`config.mk`:
```
export PLATFORM = sky130hd
export DESIGN_NAME = emu_dt_scheduler
export DESIGN_NICKNAME = d
export VERILOG_FILES = /design/src/rtl/emu_sched_pkg.sv /design/src/rtl/emu_dt_min_tree.sv /design/src/rtl/emu_dt_scheduler.sv
export SDC_FILE = /design/constraint.sdc
export NUM_CORES = 1
export LEC_CHECK = 0
export ABC_AREA = 1
export ABC_CLOCK_PERIOD_IN_PS = 4200
export CAP_MARGIN = 10
export CORE_MARGIN = 4
export CORE_UTILIZATION = 45
export CTS_BUF_LIST = sky130_fd_sc_hd__clkbuf_16
export DETAILED_ROUTE_END_ITERATION = 12
export GPL_TIMING_DRIVEN = 0
export PLACE_DENSITY = 0.8
export SKIP_CTS_REPAIR_TIMING = 1
export SKIP_LAST_GASP = 1
export SYNTH_ARGS = -nofsm -noshare
export SYNTH_HDL_FRONTEND = slang
export SYNTH_SLANG_ARGS = --single-unit
```
`constraint.sdc`:
```
create_clock -name clk -period 4.2 [get_ports clk]
set_input_delay 0.63 -clock clk [delete_from_list [all_inputs] [get_ports clk]]
set_output_delay 0.63 -clock clk [all_outputs]
set_load 0.01 [all_outputs]
```
`src/rtl/emu_sched_pkg.sv`:
```
// Shared types and helpers for the emulator timestep scheduler.
// Latency: n/a (declarations only).
// Backpressure: n/a.
//
// Contents: scheduler FSM state enum, default widths, dt_t, onehot_lowest().
package emu_sched_pkg;

  localparam int DEF_N_REQ      = 4;
  localparam int DEF_DT_WIDTH   = 32;
  localparam int DEF_TIME_WIDTH = 64;
  localparam int DEF_CNT_WIDTH  = 32;
  localparam int MAX_REQ        = 16;

  typedef logic [DEF_DT_WIDTH-1:0] dt_t;

  typedef enum logic [1:0] {
    IDLE = 2'd0,
    RUN  = 2'd1,
    FIN  = 2'd2
  } state_t;

  // Keep only the lowest set bit of a requester mask.
  function automatic logic [MAX_REQ-1:0] onehot_lowest(input logic [MAX_REQ-1:0] v);
    return v & (~v + MAX_REQ'(1));
  endfunction

endpackage

```
`src/rtl/emu_dt_min_tree.sv`:
```
// Combinational minimum-finder over N_REQ valid timestep proposals.
// Latency: 0 cycles (pure combinational, log2(N_REQ) compare levels).
// Backpressure: none; result follows inputs every cycle.
//
// Ports: dt_req/dt_req_vld  packed proposals and valids (requester i at [i*DT_WIDTH +: DT_WIDTH])
//        min_dt/winner_idx  smallest valid proposal and its index (ties -> lower index)
//        any_vld            at least one proposal valid
module emu_dt_min_tree
  import emu_sched_pkg::*;
#(
  parameter int N_REQ    = DEF_N_REQ,
  parameter int DT_WIDTH = DEF_DT_WIDTH,
  parameter int IDX_W    = (N_REQ > 1) ? $clog2(N_REQ) : 1
) (
  input  logic [N_REQ*DT_WIDTH-1:0] dt_req,
  input  logic [N_REQ-1:0]          dt_req_vld,
  output logic [DT_WIDTH-1:0]       min_dt,
  output logic [IDX_W-1:0]          winner_idx,
  output logic                      any_vld
);

  // Leaves are padded to a power of two; pad leaves are never valid.
  localparam int LV = (N_REQ > 1) ? $clog2(N_REQ) : 0;
  localparam int P  = 1 << LV;

  genvar l, j;
  generate
    for (l = 0; l <= LV; l++) begin : g_lvl
      localparam int W = P >> l;
      logic [W-1:0][DT_WIDTH-1:0] val;
      logic [W-1:0][IDX_W-1:0]    idx;
      logic [W-1:0]               vld;

      for (j = 0; j < W; j++) begin : g_node
        if (l == 0) begin : g_leaf
          if (j < N_REQ) begin : g_real
            assign val[j] = dt_req[j*DT_WIDTH +: DT_WIDTH];
            assign idx[j] = IDX_W'(j);
            assign vld[j] = dt_req_vld[j];
          end else begin : g_pad
            assign val[j] = '0;
            assign idx[j] = '0;
            assign vld[j] = 1'b0;
          end
        end else begin : g_cmp
          // Right operand wins only if strictly smaller, so ties keep the
          // lower-index (left) requester.
          logic take_r;
          assign take_r = g_lvl[l-1].vld[2*j+1] &&
                          (!g_lvl[l-1].vld[2*j] ||
                           (g_lvl[l-1].val[2*j+1] < g_lvl[l-1].val[2*j]));
          assign val[j] = take_r ? g_lvl[l-1].val[2*j+1] : g_lvl[l-1].val[2*j];
          assign idx[j] = take_r ? g_lvl[l-1].idx[2*j+1] : g_lvl[l-1].idx[2*j];
          assign vld[j] = g_lvl[l-1].vld[2*j] | g_lvl[l-1].vld[2*j+1];
        end
      end
    end
  endgenerate

  assign min_dt     = g_lvl[LV].val[0];
  assign winner_idx = g_lvl[LV].idx[0];
  assign any_vld    = g_lvl[LV].vld[0];

endmodule

```
`src/rtl/emu_dt_scheduler.sv`:
```
// Global emulator timestep scheduler: grants min(valid dt_req, cfg_dt_max) each RUN cycle.
// Latency: 1 cycle from RUN-cycle sample to emu_step_en/emu_dt/emu_time; done 1 cycle after last step.
// Backpressure: none; requesters are sampled every RUN cycle, no flow control.
//
// Ports: cfg_dt_max cap; cmd_start/cmd_steps/cmd_halt host run control;
//        dt_req/dt_req_vld proposals; emu_dt/emu_step_en/emu_limiter/emu_time grant outputs;
//        busy (in RUN), done (end-of-run pulse), time_ovf (sticky accumulator wrap).
module emu_dt_scheduler
  import emu_sched_pkg::*;
#(
  parameter int N_REQ      = DEF_N_REQ,
  parameter int DT_WIDTH   = DEF_DT_WIDTH,
  parameter int TIME_WIDTH = DEF_TIME_WIDTH,
  parameter int CNT_WIDTH  = DEF_CNT_WIDTH
) (
  input  logic                      clk,
  input  logic                      rst_n,
  input  logic [DT_WIDTH-1:0]       cfg_dt_max,
  input  logic                      cmd_start,
  input  logic [CNT_WIDTH-1:0]      cmd_steps,
  input  logic                      cmd_halt,
  input  logic [N_REQ*DT_WIDTH-1:0] dt_req,
  input  logic [N_REQ-1:0]          dt_req_vld,
  output logic [DT_WIDTH-1:0]       emu_dt,
  output logic                      emu_step_en,
  output logic [N_REQ-1:0]          emu_limiter,
  output logic [TIME_WIDTH-1:0]     emu_time,
  output logic                      busy,
  output logic                      done,
  output logic                      time_ovf
);

  localparam int IDX_W = (N_REQ > 1) ? $clog2(N_REQ) : 1;
  // Wide enough for both operands plus a carry, even if DT_WIDTH > TIME_WIDTH.
  localparam int SW    = ((TIME_WIDTH > DT_WIDTH) ? TIME_WIDTH : DT_WIDTH) + 1;

  state_t               state, state_nxt;
  logic [CNT_WIDTH-1:0] budget;

  logic [DT_WIDTH-1:0]  min_dt;
  logic [IDX_W-1:0]     win_idx;
  logic                 any_vld;
  logic                 use_cap;
  logic [DT_WIDTH-1:0]  cand;
  logic [N_REQ-1:0]     cand_lim;
  logic [SW-1:0]        time_sum;
  logic                 time_carry;
  logic                 step_fire;
  logic                 start_ok;

  emu_dt_min_tree #(
    .N_REQ    (N_REQ),
    .DT_WIDTH (DT_WIDTH),
    .IDX_W    (IDX_W)
  ) u_min_tree (
    .dt_req     (dt_req),
    .dt_req_vld (dt_req_vld),
    .min_dt     (min_dt),
    .winner_idx (win_idx),
    .any_vld    (any_vld)
  );

  // The cap only takes over when strictly below every valid request.
  assign use_cap    = !any_vld || (cfg_dt_max < min_dt);
  assign cand       = use_cap ? cfg_dt_max : min_dt;
  assign cand_lim   = use_cap ? '0 : (N_REQ'(1) << win_idx);

  assign time_sum   = SW'(emu_time) + SW'(cand);
  assign time_carry = |time_sum[SW-1:TIME_WIDTH];

  assign step_fire  = (state == RUN);
  // Halt beats a simultaneous start in IDLE.
  assign start_ok   = (state == IDLE) && cmd_start && !cmd_halt;
  assign busy       = (state == RUN);

  always_comb begin
    state_nxt = state;
    case (state)
      IDLE: if (start_ok) state_nxt = RUN;
      RUN:  if (cmd_halt || (budget == CNT_WIDTH'(1))) state_nxt = FIN;
      FIN:  state_nxt = IDLE;
      default: state_nxt = IDLE;
    endcase
  end

  always_ff @(posedge clk or negedge rst_n) begin
    if (!rst_n) state <= IDLE;
    else        state <= state_nxt;
  end

  always_ff @(posedge clk or negedge rst_n) begin
    if (!rst_n) begin
      budget      <= '0;
      emu_dt      <= '0;
      emu_step_en <= 1'b0;
      emu_limiter <= '0;
      emu_time    <= '0;
      done        <= 1'b0;
      time_ovf    <= 1'b0;
    end else begin
      emu_step_en <= step_fire;
      // FIN lasts one cycle; registering it puts done right after the last step.
      done        <= (state == FIN);

      if (start_ok) begin
        budget <= cmd_steps;
      end else if (step_fire && (budget != '0)) begin
        // A zero budget means free-run and is never counted down.
        budget <= budget - CNT_WIDTH'(1);
      end

      if (step_fire) begin
        emu_dt      <= cand;
        emu_limiter <= cand_lim;
        emu_time    <= time_sum[TIME_WIDTH-1:0];
        if (time_carry) time_ovf <= 1'b1;
      end
    end
  end

endmodule

```
==> impl_metrics.py, run 1 <==
metrics = {
    "run_status": {
        "run_status": "finished with violations",
        "violated_checks": "setup timing",
    },
    "hold_path": {
        "min_path_type": "in -> async",
    },
    "global_route": {
        "antenna_violations_before_repair": 5,
        "pin_count_of_the_biggest_net_entering_global_routing": 73,
        "grt_remaining_overflow": 0,
        "first_pass_grt_wire_length_mm": 65.7,
        "vias_in_the_first_global_route": 13275,
        "grt.total_usage_pct": 26.5,
    },
    "die": {
        "floorplan.die_area_um2": 30200,
        "chip_height_um": 174,
        "design.core.area_um2": 27000,
        "initial_utilization_pct": 45.8,
        "fp.dieW_um": 174,
        "num_io_pins": 304,
        "num_rows": 60,
    },
    "logic_synthesis": {
        "post_synth_num_cell_types": 54,
        "postSynthCellCount": 1771,
        "syn_avg_cell_area_um2": 6.99,
        "synth.net_count": 2128,
        "yosys_warnings": 0,
        "synth_sequential_area_ratio_pct": 27.7,
        "ys_seq_elements": 137,
        "syn-cell-area_um2": 12400,
    },
    "worst_setup_path": {
        "startpoint_type": "input port",
        "timing.critical_path.fanout_max": 7,
        "worst-setup-path-type": "in -> reg",
        "cp.required_ns": 4.52,
        "cp_data_arrival_time_ns": 9.75,
        "timing.critical_path.slowest_stage_cell": "sky130_fd_sc_hd__fa_2",
        "reg2reg_slack_ns": 0.11,
        "path_common_cell": "sky130_fd_sc_hd__nand2_2",
        "timing.critical_path.to_type": "flip-flop",
        "worst_path_largest_cell_delay_ns": 0.39,
    },
    "cells_and_area": {
        "mostFrequentLayoutCells": "sky130_fd_sc_hd__nand2_1, sky130_fd_sc_hd__clkdlybuf4s50_1, sky130_fd_sc_hd__inv_1",
        "layout.cells.most_common": "sky130_fd_sc_hd__nand2_1",
        "post_route_cells_drive_above_1_share_pct": 22.8,
        "areaGrowthSynthToFinish_pct": 52.3,
        "final.fill_count": 2016,
        "nNetsFinal": 2519,
        "post-route-util_pct": 69.8,
    },
    "timing": {
        "slew_viol_final": 0,
        "whs_ns": 0.202,
        "finalHoldViolations": 0,
        "fin_crit_sh_pct": 225,
        "timing_worst_slew_pin_value_ns": 0.864,
        "finClkSkew_ns": 0.0104,
        "setup_ws_ns": -5.23,
        "fmax_mhz": 106,
        "timing.final.setup_violations": 101,
        "period_minus_slack_ns": 9.43,
        "grt_setup_unrepaired": "yes",
        "max_slew_margin_pct": 42.4,
    },
    "clock_tree": {
        "clock_sinks": 137,
        "cts-htree-levels": 4,
        "cts-root-to-sink-buffers": 2,
        "cts_made_buffers": 17,
        "clock_insertion_delay_at_the_later_pin_of_the_skew_report_ns": 0.43,
        "clk_transition_reported_paths_ns": 0.06,
        "tritoncts": "yes",
        "cts.root.buffer_cell": "sky130_fd_sc_hd__clkbuf_16",
    },
    "power_and_ir_drop": {
        "p_leak_nw": 9.56,
        "power-per-cell-area_nw_per_um2": 520,
        "switching_share_pct": 44.3,
        "totalPowerFinal_mw": 9.81,
        "share_seq_of_total_power_pct": 23.2,
        "power.internal_mw": 5.46,
        "clock_power_share_pct": 15.4,
        "power.net_switching_mw": 4.35,
        "combPwrFrac_pct": 61.4,
        "maximum_vdd_ir_drop_v": 0.000314,
    },
    "place": {
        "hpwlAfterDp_mm": 34.4,
        "finalWeightedCongestion": 0.928,
        "numPortBuffers": 303,
        "placement.setup.worst_slack_ns": -6.54,
    },
    "routing": {
        "route.detailed.wl_per_inst_um": 18.7,
        "route.antenna.remaining_nets": 0,
        "route.detailed.vias_per_inst": 5.64,
        "drt_pass1_iterations": 6,
        "drc": 0,
        "detail_route.iter0.violations": 1249,
        "postRouteWirelength_mm": 47.2,
        "detailroute.via_count": 14211,
    },
    "flow_run": {
        "timing.max_cap.violations": 0,
    },
}
## cell families after synthesis
logic type      share of synthesized area, %
buf+inv                                 8.50
simple gates                            28.1
xor+xnor                                5.09
flops                                   27.7
fa+ha+maj                               15.9
compound gates                          14.7
## critical path: cells and delay by family
| family | cells | cell delay [ns] |
|---|---|---|
| and+or+nand+nor | 38 | 4.12 |
| AOI/OAI and AO/OA | 15 | 2.28 |
| buffers and inverters | 12 | 1.25 |
| adders and majority gates | 5 | 1.25 |
| xor gates and xnor gates | 1 | 0.14 |
## metal layers
| metal | wire, um | vias to the layer above | track usage (%) |
|---|---|---|---|
| met1 | 18000 | 6680 | 31.3 |
| met3 | 3870 | 179 | 5.85 |
| li1 | - | 6657 | - |
| met5 | 13 | - | 0 |
| met4 | 2470 | 2 | 10.4 |
| met2 | 22800 | 693 | 46.8 |
## metrics by stage
| step | instances | TNS (ns) | cell area [um2] |
|---|---|---|---|
| final | 2520 | -345.81 | 18900 |
| after CTS | 2448 | -426.98 | 16900 |
| after global routing | 2518 | -387.23 | 18900 |
| after detailed placement | 2416 | -470.35 | 16300 |
| after global placement | 2415 | -889.09 | 16300 |
| after floorplan | 1771 | -245.78 | 12800 |
## cells in the mapped netlist (all sizes together)
master / count / area [um2]
nor2: 116 / 443
and3: 1 / 6.26
a211oi: 9 / 67.6
o221ai: 4 / 35.0
nor3b: 1 / 7.51
buf: 10 / 68.8
a221oi: 1 / 8.76
clkbuf: 44 / 169
xnor2: 25 / 219
a31oi: 9 / 56.3
nor4: 13 / 93.8
xor2: 47 / 412
o21ai: 186 / 950
o211ai: 5 / 37.5
fa: 1 / 20.0
a31o: 1 / 8.76
o31ai: 1 / 7.51
dfrtp: 137 / 3430
o221a: 2 / 22.5
a21boi: 3 / 26.3
o21bai: 4 / 37.5
o21a: 1 / 7.51
ha: 156 / 1950
o22ai: 4 / 25.0
a22oi: 1 / 7.51
a41oi: 1 / 8.76
nand3b: 2 / 15.0
o311ai: 1 / 8.76
nor3: 34 / 191
or2: 2 / 12.5
a21oi: 99 / 503
inv: 217 / 815
nand3: 111 / 561
nand2: 466 / 1800
nand4: 24 / 150
or3: 1 / 6.26
and2: 31 / 194
## layout make-up
| class | instances | area, um2 | area share, % |
|---|---|---|---|
| clock inverter | 15 | 151 | 0.803 |
| antenna | 4 | 10.0 | 0.0531 |
| clock buffer | 17 | 425 | 2.26 |
| buffer | 54 | 382 | 2.02 |
| timing repair buffer | 371 | 3750 | 19.9 |
| sequential | 137 | 3430 | 18.2 |
| multi-input combinational | 1364 | 9440 | 50.1 |
| tap | 341 | 427 | 2.26 |
| inverter | 217 | 845 | 4.48 |
## flip-flops by register name, summed over array words and instances (netlist names)
signal       cells
budget          32
done             1
emu_dt          32
emu_limiter      4
emu_step_en      1
emu_time        64
state            2
time_ovf         1
## final timing paths
| path | start | endpoint | cells past startpoint |
|---|---|---|---|
| worst max register to register | emu_time[0] | emu_time[60] | 33 |
| worst min-delay path | rst_n | budget[25] | 1 |
| worst max-delay path | dt_req[117] | emu_time[60] | 71 |
| worst min register to register | state[0] | done | 1 |
| min in group clk | state[0] | done | 1 |
| max in group asynchronous | rst_n | emu_time[23] | 2 |
## power by group through the flow
stage                     logic, mW  clock network (mW)  registers, mW
after global placement         4.99                   0           2.27
after global routing           6.59                1.57           2.33
final                          6.03                1.51           2.27
after floorplan                3.19                   0           2.33
after detailed placement       5.16                   0           2.28
after CTS                      5.21                1.51           2.26
Note: power is estimated with default switching activity, not from simulation.
==> inputs of run 2 (changes only) <==
--- a/config.mk
+++ b/config.mk
@@ -6,7 +6,7 @@
 export NUM_CORES = 1
 export LEC_CHECK = 0
 export ABC_AREA = 1
-export ABC_CLOCK_PERIOD_IN_PS = 4200
+export ABC_CLOCK_PERIOD_IN_PS = 11000
 export CAP_MARGIN = 10
 export CORE_MARGIN = 4
 export CORE_UTILIZATION = 45
==> constraint.sdc (replaced) <==
create_clock -name clk -period 11 [get_ports clk]
set_input_delay 1.65 -clock clk [delete_from_list [all_inputs] [get_ports clk]]
set_output_delay 1.65 -clock clk [all_outputs]
set_load 0.01 [all_outputs]
==> impl_metrics.py, run 2 (synthesized netlist as in run 1, its figures left out) <==
metrics = {
    "cells_and_area": {
        "top_register": "emu_time",
        "multiInputGateArea_um2": 8510,
        "max_ffs_per_register": 64,
        "mostFrequentLayoutCells": "sky130_fd_sc_hd__nand2_1, sky130_fd_sc_hd__clkdlybuf4s50_1, sky130_fd_sc_hd__inv_1",
        "top_flop_regs": "emu_time (64), budget (32), emu_dt (32)",
        "post-route-cell-area_um2": 17600,
        "post_route_cells_drive_above_1_share_pct": 11.4,
        "final.fill_count": 2285,
        "ff_latch_area_um2": 3430,
        "areaGrowthSynthToFinish_pct": 42.2,
        "post-route-util_pct": 65.2,
        "layout.cells.most_common": "sky130_fd_sc_hd__nand2_1",
        "nNetsFinal": 2492,
    },
    "place": {
        "numPortBuffers": 303,
        "dpl_cell_area_um2": 15900,
        "hpwlAfterDp_mm": 34.4,
        "placement.setup.worst_slack_ns": -1.64,
        "finalWeightedCongestion": 0.917,
    },
    "global_route": {
        "antenna_violations_before_repair": 9,
        "pin_count_of_the_biggest_net_entering_global_routing": 78,
        "groute.layer.met2.usage_pct": 46.9,
        "grt.total_usage_pct": 26.5,
        "gr-usage-met3_pct": 6.80,
        "top_usage_layer": "met2",
        "vias_in_the_first_global_route": 13210,
        "groute.layer.met1.usage_pct": 30.5,
        "first_pass_grt_wire_length_mm": 65.5,
        "grt_remaining_overflow": 0,
    },
    "clock_tree": {
        "cts_made_buffers": 17,
        "cts.root.buffer_cell": "sky130_fd_sc_hd__clkbuf_16",
        "clock_insertion_delay_at_the_later_pin_of_the_skew_report_ns": 0.44,
        "clock_sinks": 137,
        "cts-root-to-sink-buffers": 2,
        "cts-htree-levels": 4,
        "clk_transition_reported_paths_ns": 0.06,
        "tritoncts": "yes",
    },
    "power_and_ir_drop": {
        "power-per-cell-area_nw_per_um2": 205,
        "p_leak_nw": 8.50,
        "maximum_vdd_ir_drop_v": 0.0000962,
    },
    "worst_setup_path": {
        "cp.required_ns": 11.33,
        "path_common_cell": "sky130_fd_sc_hd__nand2_2",
        "timing.critical_path.fanout_max": 10,
        "cp_data_arrival_time_ns": 11.00,
        "worst_path_largest_cell_delay_ns": 0.47,
        "startpoint_type": "input port",
        "timing.critical_path.slowest_stage_cell": "sky130_fd_sc_hd__clkdlybuf4s50_1",
        "worst-setup-path-type": "in -> reg",
        "timing.critical_path.to_type": "flip-flop",
    },
    "flow_run": {
        "timing.max_cap.violations": 0,
    },
    "routing": {
        "detailroute.via_count": 13691,
        "route.detailed.wl_per_inst_um": 17.4,
        "route.detailed.vias_per_inst": 5.49,
        "detail_route.iter0.violations": 935,
        "drc": 0,
        "route.antenna.remaining_nets": 0,
        "postRouteWirelength_mm": 43.5,
        "drt_pass1_iterations": 5,
    },
    "timing": {
        "fin_crit_sh_pct": 97.0,
        "timing_worst_slew_pin_value_ns": 0.714,
        "finalHoldViolations": 0,
        "fmax_mhz": 93.7,
        "period_minus_slack_ns": 10.67,
        "whs_ns": 0.461,
        "setup_ws_ns": 0.333,
        "finClkSkew_ns": 0.00959,
        "timing.final.setup_violations": 0,
        "max_slew_margin_pct": 52.2,
        "slew_viol_final": 0,
    },
    "die": {
        "floorplan.die_area_um2": 30200,
        "fp.dieW_um": 174,
        "design.core.area_um2": 27000,
        "num_rows": 60,
        "num_io_pins": 304,
        "chip_height_um": 174,
        "initial_utilization_pct": 45.8,
    },
    "hold_path": {
        "min_path_type": "reg -> reg",
    },
    "run_status": {
        "run_status": "completed",
    },
}
-- run 2: cell count changes in the layout (fill, tap and decap cells not counted), moves of 14 or more --
cell / before / now
sky130_fd_sc_hd__dlymetal6s2s_1: 94 / 4
sky130_fd_sc_hd__clkdlybuf4s50_1: 174 / 298
sky130_fd_sc_hd__clkbuf_2: 34 / 6
sky130_fd_sc_hd__nand2_2: 60 / 25
sky130_fd_sc_hd__ha_1: 94 / 141
sky130_fd_sc_hd__ha_4: 54 / 14
sky130_fd_sc_hd__o21ai_0: 120 / 151
sky130_fd_sc_hd__buf_4: 62 / 38
sky130_fd_sc_hd__nand2_1: 384 / 432
sky130_fd_sc_hd__inv_2: 64 / 13
sky130_fd_sc_hd__o21ai_1: 39 / 20
sky130_fd_sc_hd__a21oi_2: 28 / 14
sky130_fd_sc_hd__inv_1: 151 / 203
sky130_fd_sc_hd__a21oi_1: 68 / 83
-- run 2: cell type report --
class	count	area share (%)
multi-input combinational	1364	48.3
timing repair buffer	344	19.5
sequential	137	19.5
inverter	217	4.67
tap	341	2.42
clock buffer	17	2.42
buffer	54	1.95
clock inverter	15	1.14
antenna	4	0.0568
-- run 2: path summary, 6_finish.rpt --
| path | from | end | slack, ns | cells after the start |
|---|---|---|---|---|
| max in group asynchronous | rst_n | emu_time[38] | 9.01 | 2 |
| min in group asynchronous | rst_n | budget[28] | 1.19 | 1 |
| min | state[0] | done | 0.46 | 1 |
| max reg2reg | emu_time[0] | emu_time[60] | 6.99 | 33 |
| max | dt_req[110] | emu_time[60] | 0.33 | 73 |
| min reg2reg | state[0] | done | 0.46 | 1 |
-- run 2: stage by stage --
step | total power, mW | cells | TNS [ns]
floorplan | 2.04 | 1771 | 0
global placement | 2.70 | 2415 | -46.44
detailed placement | 2.77 | 2416 | -49.97
CTS | 3.40 | 2448 | -30.27
global route | 3.87 | 2491 | -4.89
finish | 3.61 | 2493 | 0
-- run 2: report_power, final --
part           internal, mW  total, mW  switching [mW]
combinational         0.967       2.12            1.15
clock                 0.379      0.618           0.239
sequential            0.694      0.873           0.179
-- run 2: layer usage --
layer  up-vias  share of wire [%]
met4         6                5.0
li1       6613                  -
met3       135                8.1
met5         -               0.11
met1      6342                 39
met2       595                 48
-- run 2: critical path: cells and delay by family --
family                   cells  cell delay (ns)
AND/OR/NAND/NOR             40             3.89
AO/OA/AOI/OAI               15             2.40
buffers and inverters       12             1.58
adder cells (fa/ha/maj)      5             1.28
XOR/XNOR                     1             0.16
==> inputs of run 3 (changes only) <==
--- a/config.mk
+++ b/config.mk
@@ -13,6 +13,7 @@
 export CTS_BUF_LIST = sky130_fd_sc_hd__clkbuf_16
 export DETAILED_ROUTE_END_ITERATION = 12
 export GPL_TIMING_DRIVEN = 0
+export MAX_ROUTING_LAYER = met4
 export PLACE_DENSITY = 0.8
 export SKIP_CTS_REPAIR_TIMING = 1
 export SKIP_LAST_GASP = 1
==> impl_metrics.py, run 3 (synthesized netlist as in run 1, its figures left out) <==
metrics = {
    "place": {
        "numPortBuffers": 303,
        "finalWeightedCongestion": 0.943,
        "hpwlAfterDp_mm": 34.5,
        "placed_cells_incl_taps": 2416,
        "placement.setup.worst_slack_ns": -1.62,
    },
    "routing": {
        "dr_wl_met3_mm": 3.37,
        "drt_pass1_iterations": 6,
        "routed_length_on_met1_mm": 17.1,
        "met2RoutedLength_mm": 21.1,
        "postRouteWirelength_mm": 43.6,
        "route.detailed.wl_per_inst_um": 17.4,
        "route.antenna.remaining_nets": 0,
        "detail_route.iter0.violations": 1174,
        "top_signal_layer_used": "met4",
        "detailroute.via_count": 13739,
        "route.detailed.vias_per_inst": 5.48,
        "drc": 0,
    },
    "timing": {
        "setup_ws_ns": 0.200,
        "period_minus_slack_ns": 10.80,
        "slew_viol_final": 0,
        "whs_ns": 0.470,
        "fmax_mhz": 92.6,
        "finClkSkew_ns": 0.0100,
        "fin_crit_sh_pct": 98.2,
        "max_slew_margin_pct": 48.1,
        "timing.final.setup_violations": 0,
        "timing_worst_slew_pin_value_ns": 0.776,
        "setup_tns_ns": 0,
        "finalHoldViolations": 0,
    },
    "cells_and_area": {
        "areaGrowthSynthToFinish_pct": 43.2,
        "max_ffs_per_register": 64,
        "final_instance_count_excl_fillers": 2505,
        "nNetsFinal": 2496,
        "top_flop_regs": "emu_time (64), budget (32), emu_dt (32)",
        "top_register": "emu_time",
        "layout.cells.most_common": "sky130_fd_sc_hd__nand2_1",
        "mostFrequentLayoutCells": "sky130_fd_sc_hd__nand2_1, sky130_fd_sc_hd__clkdlybuf4s50_1, sky130_fd_sc_hd__inv_1",
        "post_route_cells_drive_above_1_share_pct": 12.4,
    },
    "hold_path": {
        "worst_hold_path.num_cells": 1,
        "min_path_type": "reg -> reg",
        "hp-start": "state[0]",
        "whs_endpoint": "done",
    },
    "clock_tree": {
        "cts_made_buffers": 17,
        "cts-root-to-sink-buffers": 2,
        "cts-htree-levels": 4,
        "clock_insertion_delay_at_the_later_pin_of_the_skew_report_ns": 0.43,
        "tritoncts": "yes",
        "clk_transition_reported_paths_ns": 0.06,
        "cts.root.buffer_cell": "sky130_fd_sc_hd__clkbuf_16",
        "clock_sinks": 137,
    },
    "die": {
        "fp.dieW_um": 174,
        "chip_height_um": 174,
        "design.core.area_um2": 27000,
        "initial_utilization_pct": 45.8,
        "num_rows": 60,
        "num_io_pins": 304,
        "floorplan.die_area_um2": 30200,
    },
    "run_status": {
        "run_status": "completed",
    },
    "global_route": {
        "pin_count_of_the_biggest_net_entering_global_routing": 79,
        "grt_remaining_overflow": 0,
        "antenna_violations_before_repair": 11,
        "first_pass_grt_wire_length_mm": 65.7,
        "vias_in_the_first_global_route": 13422,
        "grt.total_usage_pct": 27.4,
    },
    "worst_setup_path": {
        "timing.critical_path.slowest_stage_cell": "sky130_fd_sc_hd__clkdlybuf4s50_1",
        "reg2reg_to": "emu_time[48]",
        "path_common_cell": "sky130_fd_sc_hd__nand2_2",
        "timing.critical_path.fanout_max": 10,
        "worst_path_largest_cell_delay_ns": 0.46,
        "reg2reg_slack_ns": 6.80,
        "worst-setup-path-type": "in -> reg",
        "crit-reg2reg-launch": "emu_time[0]",
        "cp_data_arrival_time_ns": 11.12,
        "startpoint_type": "input port",
        "cp.required_ns": 11.32,
        "worst-r2r-cell-count": 33,
        "timing.critical_path.to_type": "flip-flop",
    },
    "power_and_ir_drop": {
        "p_leak_nw": 8.52,
        "power-per-cell-area_nw_per_um2": 202,
        "maximum_vdd_ir_drop_v": 0.000104,
    },
    "flow_run": {
        "timing.max_cap.violations": 0,
    },
}
[run 3: worst max path at each step]
stage          startpoint            to  slack, ns
6_report        dt_req[3]  emu_time[48]       0.20
5_1_grt         dt_req[3]  emu_time[52]      -0.35
4_1_cts        dt_req[15]  emu_time[60]      -1.23
3_5_place_dp   dt_req[15]  emu_time[60]      -1.62
3_3_place_gp   dt_req[15]  emu_time[60]      -1.50
2_1_floorplan  dt_req[15]  emu_time[60]       1.12
[run 3: worst max-delay path: cells and delay by family]
kind            cells  cell delay [ns]
simple gates       39             3.61
compound gates     13             2.41
buf+inv            12             1.76
fa+ha+maj           5             1.49
xor+xnor            1             0.12
[run 3: report_power, final]
part	switching, mW	internal (mW)	total, mW
Combinational	1.15	0.954	2.10
Clock	0.244	0.357	0.601
Sequential	0.181	0.694	0.875
Total	1.57	2.00	3.58
[run 3: per-layer routing]
metal	up-vias	global-route usage [%]
li1	6633	-
met1	6341	30.5
met3	136	6.24
met2	629	47.5
met5	-	-
met4	0	11.2
[run 3: stage by stage]
step	total power [mW]	util, %	area [um2]
detailed placement	2.77	58.7	15900
finish	3.58	65.6	17700
global route	3.84	65.6	17700
global placement	2.71	58.6	15800
floorplan	2.04	-	12400
CTS	3.38	61.0	16500
[run 3: cell type report]
class | instances | area, um2
timing repair buffer | 348 | 3450
sequential | 137 | 3430
clock buffer | 17 | 425
clock inverter | 15 | 176
buffer | 54 | 362
multi-input combinational | 1364 | 8620
inverter | 217 | 820
fill | 2282 | 9300
antenna | 12 | 30.0
tap | 341 | 427
